### config.mk
export PLATFORM = sky130hd
export DESIGN_NAME = logic_unit_pipe
export DESIGN_NICKNAME = d
export VERILOG_FILES = /design/src/rtl/logic_unit_pipe.sv
export SDC_FILE = /design/constraint.sdc
export NUM_CORES = 1
export LEC_CHECK = 0
export ABC_AREA = 1
export CAP_MARGIN = 5
export CORE_UTILIZATION = 52
export CTS_CLUSTER_SIZE = 24
export DETAILED_ROUTE_END_ITERATION = 8
export HOLD_SLACK_MARGIN = 0.15
export PLACE_DENSITY = 0.8
export SYNTH_ARGS = -nofsm -noshare
export SYNTH_HDL_FRONTEND = slang
export SYNTH_SLANG_ARGS = --single-unit
### constraint.sdc
create_clock -name clk -period 1.5 [get_ports clk]
set_clock_uncertainty 0.1 [all_clocks]
set_input_delay 0.225 -clock clk [delete_from_list [all_inputs] [get_ports clk]]
set_output_delay 0.225 -clock clk [all_outputs]
set_load 0.005 [all_outputs]
### src/rtl/logic_unit_pipe.sv
// Selectable bitwise logic op on WIDTH-bit operands, carried through DEPTH register stages (latency DEPTH).
// Valid/ready handshake: stall propagates combinationally from out_ready; in_ready drops only when every stage is full.
module logic_unit_pipe #(
    parameter int WIDTH = 8,
    parameter int DEPTH = 2,
    parameter int CNT_W = 16
) (
    input  logic             clk,
    input  logic             n_rst,
    input  logic             in_valid,
    output logic             in_ready,
    input  logic [2:0]       in_op,
    input  logic [WIDTH-1:0] in_a,
    input  logic [WIDTH-1:0] in_b,
    output logic             out_valid,
    input  logic             out_ready,
    output logic [WIDTH-1:0] out_y,
    output logic [2:0]       out_op,
    output logic [CNT_W-1:0] beat_cnt
);

    typedef struct packed {
        logic             vld;
        logic [2:0]       op;
        logic [WIDTH-1:0] dat;
    } stage_t;

    stage_t           stg_q [DEPTH];
    stage_t           stg0_d;
    logic [WIDTH-1:0] res_d;
    logic [DEPTH-1:0] adv;
    logic [CNT_W-1:0] cnt_q;
    logic [CNT_W-1:0] cnt_d;

    always_comb begin
        res_d = in_a;
        case (in_op)
            3'b000:  res_d = ~in_a;
            3'b001:  res_d = in_a & in_b;
            3'b010:  res_d = in_a | in_b;
            3'b011:  res_d = in_a ^ in_b;
            3'b100:  res_d = ~(in_a & in_b);
            3'b101:  res_d = ~(in_a | in_b);
            3'b110:  res_d = ~(in_a ^ in_b);
            default: res_d = in_a;
        endcase
    end

    // A stage may advance when downstream is draining or any stage at or after it holds a bubble.
    always_comb begin : ready_chain
        logic tail_full;
        tail_full = 1'b1;
        adv       = '0;
        for (int k = DEPTH - 1; k >= 0; k--) begin
            tail_full = tail_full & stg_q[k].vld;
            adv[k]    = out_ready | ~tail_full;
        end
    end

    assign stg0_d = {in_valid, in_op, res_d};
    assign cnt_d  = (out_valid && out_ready) ? cnt_q + 1'b1 : cnt_q;

    always_ff @(posedge clk) begin
        if (!n_rst) begin
            for (int k = 0; k < DEPTH; k++) begin
                stg_q[k] <= '0;
            end
            cnt_q <= '0;
        end else begin
            if (adv[0]) begin
                stg_q[0] <= stg0_d;
            end
            for (int k = 1; k < DEPTH; k++) begin
                if (adv[k]) begin
                    stg_q[k] <= stg_q[k-1];
                end
            end
            cnt_q <= cnt_d;
        end
    end

    assign in_ready  = adv[0];
    assign out_valid = stg_q[DEPTH-1].vld;
    assign out_y     = stg_q[DEPTH-1].dat;
    assign out_op    = stg_q[DEPTH-1].op;
    assign beat_cnt  = cnt_q;

endmodule

Word-level counts from Yosys, hierarchy flattened

Memories as Yosys holds them, arrays and structs flattened.
Index checks and enable logic that the tools add are counted.

Flip-flop bits (word level): 16
Bits in latches: 0
Memory bits (writable): 24
Memory bits (read-only): 0
Output and inout port bits: 29
Logic and storage cells: 35
Memories: 1

$add $sub $neg: 1
$mul: 0
Div/mod/pow operators: 0
Order comparisons: 0
Eq/ne operators: 6
Shift-type cells: 0
Multiplexer cells: 10
Bitwise logic cells: 14
Reduce and logical (&&, ||, !) cells: 2

Memory list:

| memory | depth | width | read ports | clocked after Yosys merged registers in | wr ports | RTL line | text |
|---|---|---|---|---|---|---|---|
| stg_q  | 2     | 12    | 2          | 0                                       | 2        | 28       | `stage_t stg_q [DEPTH];` |

Operators by type and width:

| kind                  | count |
|---|---|
| $pmux 8 s7            | 1 |
| $not 8->8             | 4 |
| $mux 12               | 2 |
| $add 16x1->16 const B | 1 |
| $eq 3x3->1 const B    | 3 |
| $and 8x8->8           | 1 |
| $or 8x8->8            | 1 |
| $xor 8x8->8           | 1 |
| $mux 1                | 7 |
| $eq 3x2->1 const B    | 2 |
| $or 1x1->1            | 4 |
| $eq 3x1->1 const B    | 1 |
| $logic_not 3->1       | 1 |
| $not 1->1             | 2 |
| $and 1x1->1           | 1 |
| $logic_and 1x1->1     | 1 |

Depth between registers and ports, before layout

Gate-level depths: netlist of run 1.

Word-level depth: 7
Depth in mapped cells: 8

Least setup slack after synthesis of run 1

No wires, ideal clock.

Kind: register to register
Start: register cnt_q[0], in the netlist beat_cnt[0]
End: register cnt_q[8], in the netlist beat_cnt[8]
Setup time: 0.116 ns
Arrival time: 1.232 ns
Data required time: 1.284 ns
Setup slack: 0.053 ns
Cell stages (with the launch flop): 7
Period minus slack after synthesis: 1.447 ns
Path through: dfxtp_1 -> ha_1 -> inv_1 -> nor3_1 -> nand2_1 -> o21ai_0 -> nor2_1

Cells in the longest elaborated chain, start to end: 1

RTL lines:

| element                | RTL line | text |
|---|---|---|
| from (decl)            | 32       | `logic [CNT_W-1:0] cnt_q;` |
| from (signal assigned) | 78       | `cnt_q <= cnt_d;` |
| $add 16x1->16          | 61       | `assign cnt_d = (out_valid && out_ready) ? cnt_q + 1'b1 : cnt_q;` |

No other way between the ends.
A chain may end at the register's enable or synchronous reset.

Worst setup path in the final report of run 1

Start: register cnt_q[14], in the netlist beat_cnt[14]
End: output port beat_cnt[14]

RTL lines:

| element   | RTL line | text |
|---|---|---|
| to (decl) | 19       | `output logic [CNT_W-1:0] beat_cnt` |

No word-level cell between the ends.

==> flow_metrics.py, run 1 <==
metrics = {
    "outcome": {
        "outcome": "completed",
    },
    "drt": {
        "initialDrtViolationCount": 142,
        "drc": 0,
        "viasPerCell": 4.84,
        "vias": 2536,
        "antenna_left": 0,
        "wl_um": 6000,
        "dr.pass1.iters": 5,
        "wire_per_inst_um": 11.5,
    },
    "critical_path": {
        "path_depth": 1,
        "worst-r2r-setup-slack_ns": 0.09,
        "critPathTopFamily": "buffers and inverters",
        "worstReg2RegStart": "beat_cnt[0]",
        "cp_num_buf_inv": 1,
        "r2r-end": "beat_cnt[8]",
        "cp_slowest_cell": "clkdlybuf4s50_1",
        "crit_path_start_kind": "flop",
        "crit_path_max_fanout": 4,
        "max_stage_delay_ns": 0.50,
        "reg2regPathDepth": 7,
        "path_cells": "clkdlybuf4s50_1",
        "cp.required_ns": 1.17,
        "critPathCaptureType": "primary output",
        "crit_type": "flop to primary output",
        "worstPathArrival_ns": 1.14,
    },
    "timing": {
        "rsz0062_at_grt": "false",
        "final-setup-viol-count": 0,
        "slew_violations": 0,
        "fin_crit_ns": 1.47,
        "max-slew-margin-rel_pct": 75.3,
        "tightestPinTransition_ns": 0.369,
        "setup_ws_ns": 0.0324,
        "hold_violations": 0,
        "finalCritPeriodShare_pct": 97.8,
        "max_freq_ghz": 0.681,
    },
    "layout": {
        "final_cells": 524,
        "most-common-layout-cells": "nand2_1 (87), inv_1 (67), nor2_1 (65)",
        "diodes": 0,
        "drive_gt1_share_pct": 20.1,
        "layout.nets": 496,
        "layout_commonest_cell": "nand2_1",
        "syn_to_final_growth_pct": 38.6,
    },
    "synth": {
        "syn-num-nets": 415,
        "avgSynthCellArea_um2": 7.07,
        "synth.top_cell.area_share_pct": 27.2,
        "syn_inst": 375,
        "yosysSeqAreaShare_pct": 39.3,
        "netlist_area_um2": 2650,
        "yosysWarnings": 0,
        "netlist-cell-type-count": 25,
        "synth_area_leaders": "edfxtp_1 (27%), nand2_1 (12%), dfxtp_1 (12%)",
        "synth_largest_area_cell": "edfxtp_1",
        "synth-seq-cells": 40,
    },
    "clocking": {
        "path_clk_slew_ns": 0.07,
        "hold_buffers": 0,
        "clock_sink_count": 40,
        "cts_root_buf": "clkbuf_8",
        "cts_buffer_depth": 2,
        "cts_tree": "built",
        "clk_latency_ns": 0.29,
        "numCtsBuffers": 5,
        "htree_levels": 2,
    },
    "grt": {
        "grt_pass1_vias": 2226,
        "grt_pass1_wl_um": 9250,
        "grt_max_degree": 16,
        "grt_usage_pct": 22.2,
        "antenna_found_initial": 0,
        "overflow": 0,
    },
    "placed_design": {
        "gp_congestion": 0.854,
        "hpwl_um": 4310,
        "pre_cts_slack_ns": -0.446,
        "numPortBuffers": 51,
        "placedCellCount": 510,
    },
    "pwr": {
        "peakVddDrop_mv": 0.405,
        "cellLeakagePower_nw": 1.91,
        "powerDensity_nw_per_um2": 655,
    },
    "floorplanning": {
        "core.rowCount": 25,
        "core_um2": 4820,
        "start_util_pct": 55.0,
        "die_w_um": 73.4,
        "dieHeight_um": 73.4,
        "io_pins": 52,
        "dieArea_um2": 5390,
    },
    "hold_path": {
        "min_path_cells": 4,
        "hold_class": "input pin to flop",
        "hold_start": "in_a[2]",
        "min_to": "stg_q[0][2]",
    },
    "job": {
        "timing.max_cap.violations": 0,
    },
}
==> cells in the mapped netlist <==
cell type and count:
nand2_1 87, inv_1 77, nor2_1 66, edfxtp_1 24, nand3_1 20, ha_1 17, dfxtp_1 16, a21oi_1 14
o21ai_0 13, buf_4 11, nand4_1 5, nor3_1 4, nor3_2 3, buf_2 2, clkbuf_1 2, inv_2 2
nand3b_1 2, nor3_4 2, xor2_1 2, a211oi_1 1, nand2_2 1, nand3_2 1, nor2_2 1, o21bai_1 1
or2_2 1
==> logic make-up after synthesis <==
family,count (synthesis),share of synthesized area [%]
and+or+nand+nor,193,31.4
DFF,40,39.3
xor gates and xnor gates,2,0.661
adders and majority gates,17,8.03
buffers and inverters,94,15.0
AOI/OAI and AO/OA,29,5.67
==> worst max-delay path by stage <==
| stage | endpoint | slack (ns) | startpoint |
|---|---|---|---|
| final | beat_cnt[14] | 0.03 | beat_cnt[14] |
| after global routing | beat_cnt[14] | 0.002 | beat_cnt[14] |
| after CTS | stg_q[0][2] | 0.0006 | in_a[2] |
| after detailed placement | stg_q[0][3] | -0.45 | in_op[0] |
| after global placement | stg_q[0][0] | -0.39 | in_a[0] |
| after floorplan | beat_cnt[8] | 0.05 | beat_cnt[0] |
==> area by class of cell <==
cell class | instances | area, µm²
Clock inverter | 3 | 13.8
Tap cell | 67 | 83.8
Inverter | 79 | 297
Fill cell | 361 | 1140
Multi-Input combinational cell | 241 | 1290
Sequential cell | 40 | 1070
Timing Repair Buffer | 89 | 842
Clock buffer | 5 | 68.8
==> flip-flops by register name, indices dropped and copies added (netlist names) <==
signal and flops:
stg_q 24, beat_cnt 16
==> power by group <==
group	switching, mW	internal [mW]	leakage [nW]	total [mW]
clock network	0.377	0.316	0.0453	0.694
logic	0.246	0.229	1.44	0.475
registers	0.0193	1.22	0.419	1.24
total	0.643	1.76	1.91	2.40
==> repair_timing <==
item,CTS,global route
setup endpoints to repair,23,28
pin swaps,8,13
gates resized for setup,33,48
buffers inserted,4,2
==> layer usage <==
metal / up-vias / global-route usage [%] / wire length (µm)
met2: 113 / 39.0 / 2890
met5: - / 0 / 0
li1: 1307 / - / -
met1: 1110 / 27.3 / 2650
met3: 6 / 4.12 / 392
met4: 0 / 7.69 / 69
==> stage by stage <==
step           setup TNS, ns  hold slack (ns)  power [mW]  cell area (µm²)  utilization (%)
6_report                   0            0.342        2.40             3670             76.2
5_1_grt                    0            0.362        2.51             3670             76.2
4_1_cts                    0            0.373        2.39             3540             73.4
3_5_place_dp           -8.60            0.397        1.71             3410             70.8
3_3_place_gp           -6.94            0.379        1.70             3410             70.8
2_1_floorplan              0            0.248        1.51             2650                -
No activity file was read; power rests on OpenSTA's default activity.
==> run 2: changes to the inputs <==
- CORE_MARGIN: not set -> 8
- SLEW_MARGIN: not set -> 10
==> run 2 against run 1 <==
Effect of this change: critical path depth unchanged; sequential power hardly changed; combinational power grew 0.8%; largest power group unchanged.
==> flow_metrics.py, run 2 (synthesis gave the netlist of run 1 again) <==
metrics = {
    "layout": {
        "largest_reg_flops": 24,
        "fill_cells": 375,
        "layout_commonest_cell": "nand2_1",
        "top_register": "stg_q",
        "drive_gt1_share_pct": 20.9,
        "most-common-layout-cells": "nand2_1 (86), inv_1 (66), nor2_1 (65)",
        "layout.nets": 498,
        "finalInstanceArea_um2": 3740,
        "diodes": 0,
        "syn_to_final_growth_pct": 41.0,
    },
    "timing": {
        "fin_crit_ns": 1.50,
        "rsz0062_at_grt": "true",
        "max_freq_ghz": 0.668,
        "hold_violations": 0,
        "final-setup-viol-count": 0,
        "tightestPinTransition_ns": 0.402,
        "final.hold.worst_slack_ns": 0.349,
        "slew_violations": 0,
        "finalCritPeriodShare_pct": 99.7,
        "max-slew-margin-rel_pct": 73.1,
    },
    "grt": {
        "grt_max_degree": 16,
        "overflow": 0,
        "antenna_found_initial": 0,
        "grt_pass1_vias": 2432,
        "grt_usage_pct": 17.2,
        "grt_pass1_wl_um": 10600,
    },
    "clocking": {
        "hold_buffers": 0,
        "cts_root_buf": "clkbuf_8",
        "clk_latency_ns": 0.29,
        "clock_sink_count": 40,
        "path_clk_slew_ns": 0.08,
        "htree_levels": 2,
        "cts_tree": "built",
        "cts_buffer_depth": 2,
        "numCtsBuffers": 5,
    },
    "pwr": {
        "powerDensity_nw_per_um2": 695,
        "peakVddDrop_mv": 0.373,
        "cellLeakagePower_nw": 1.93,
    },
    "critical_path": {
        "max_stage_delay_ns": 0.53,
        "crit_path_max_fanout": 1,
        "cp.required_ns": 1.17,
        "worstPathArrival_ns": 1.17,
        "cp_num_buf_inv": 1,
        "crit_path_start_kind": "flop",
        "path_cells": "clkdlybuf4s50_1",
        "critPathCaptureType": "primary output",
        "reg2regPathDepth": 8,
        "crit_type": "flop to primary output",
        "path_depth": 1,
        "cp_slowest_cell": "clkdlybuf4s50_1",
        "worst-r2r-setup-slack_ns": 0.01,
        "critPathTopFamily": "buffers and inverters",
    },
    "floorplanning": {
        "core.rowCount": 26,
        "io_pins": 52,
        "core_um2": 5010,
        "dieHeight_um": 87.4,
        "die_w_um": 87.4,
        "start_util_pct": 52.9,
        "dieArea_um2": 7640,
    },
    "placed_design": {
        "placed_area_um2": 3410,
        "numPortBuffers": 51,
        "hpwl_um": 4680,
        "gp_congestion": 0.843,
    },
    "drt": {
        "wire_per_inst_um": 13.0,
        "wl_um": 6860,
        "antenna_left": 0,
        "vias": 2561,
        "viasPerCell": 4.84,
        "initialDrtViolationCount": 157,
        "drc": 0,
        "dr.pass1.iters": 4,
    },
    "hold_path": {
        "min_path_cells": 4,
        "hold_class": "input pin to flop",
    },
    "job": {
        "timing.max_cap.violations": 0,
    },
    "outcome": {
        "outcome": "completed",
    },
}
[run 2: power by group]
group / total [mW] / switching, mW / internal [mW]
registers: 1.24 / 0.0194 / 1.22
logic: 0.479 / 0.249 / 0.230
clock network: 0.878 / 0.386 / 0.492
total: 2.60 / 0.655 / 1.94
[run 2: final timing paths]
path,startpoint,to
max,stg_q[0][13],out_y[1]
min,in_a[7],stg_q[0][7]
max reg2reg,stg_q[0][23],beat_cnt[13]
min reg2reg,beat_cnt[9],beat_cnt[9]
[run 2: stage by stage]
step           util (%)  TNS (ns)  std cells  total power, mW  worst slack, ns
2_1_floorplan         -         0        375             1.51           0.0525
3_3_place_gp       68.1     -6.83        511             1.70           -0.424
3_5_place_dp       68.1     -8.09        511             1.71           -0.412
4_1_cts            71.5         0        524             2.58          0.00309
5_1_grt            74.6    -0.270        529             2.73          -0.0604
6_report           74.6         0        529             2.60          0.00378
[run 2: final cells by class]
type                    instances  area [µm²]  share of cell area, %
repair buffers                 91         856                   22.9
multi-input cells             241        1320                   35.3
clock inverters                 3        42.5                   1.14
well taps                      70        87.6                   2.34
inverters                      79         299                   8.00
clock buffers                   5        68.8                   1.84
flip-flops and latches         40        1060                   28.5
[run 2: timing repair]
item | CTS | global route
setup buffers | 5 | 5
endpoints found under the setup margin | 23 | 31
hold endpoints to repair | 0 | 0
pin swaps | 4 | 17
resized for setup | 40 | 47
[run 2: worst register-to-register path, cell delays in order, from the launching register on]
cell and delay (ns):
edfxtp_1 0.37, buf_6 0.11, buf_6 0.10, nand2_8 0.07, nor2_4 0.14, buf_6 0.12, nand4_1 0.12, o21bai_1 0.19
nor2_1 0.07
[run 2: metal layers]
| metal | share of wire [%] | GRT usage [%] | wire (µm) |
|---|---|---|---|
| met1 | 42 | 20.7 | 2890 |
| met2 | 49 | 29.5 | 3380 |
| met5 | 0 | 0 | 0 |
| met4 | 2.3 | 6.56 | 160 |
| met3 | 6.3 | 3.11 | 434 |
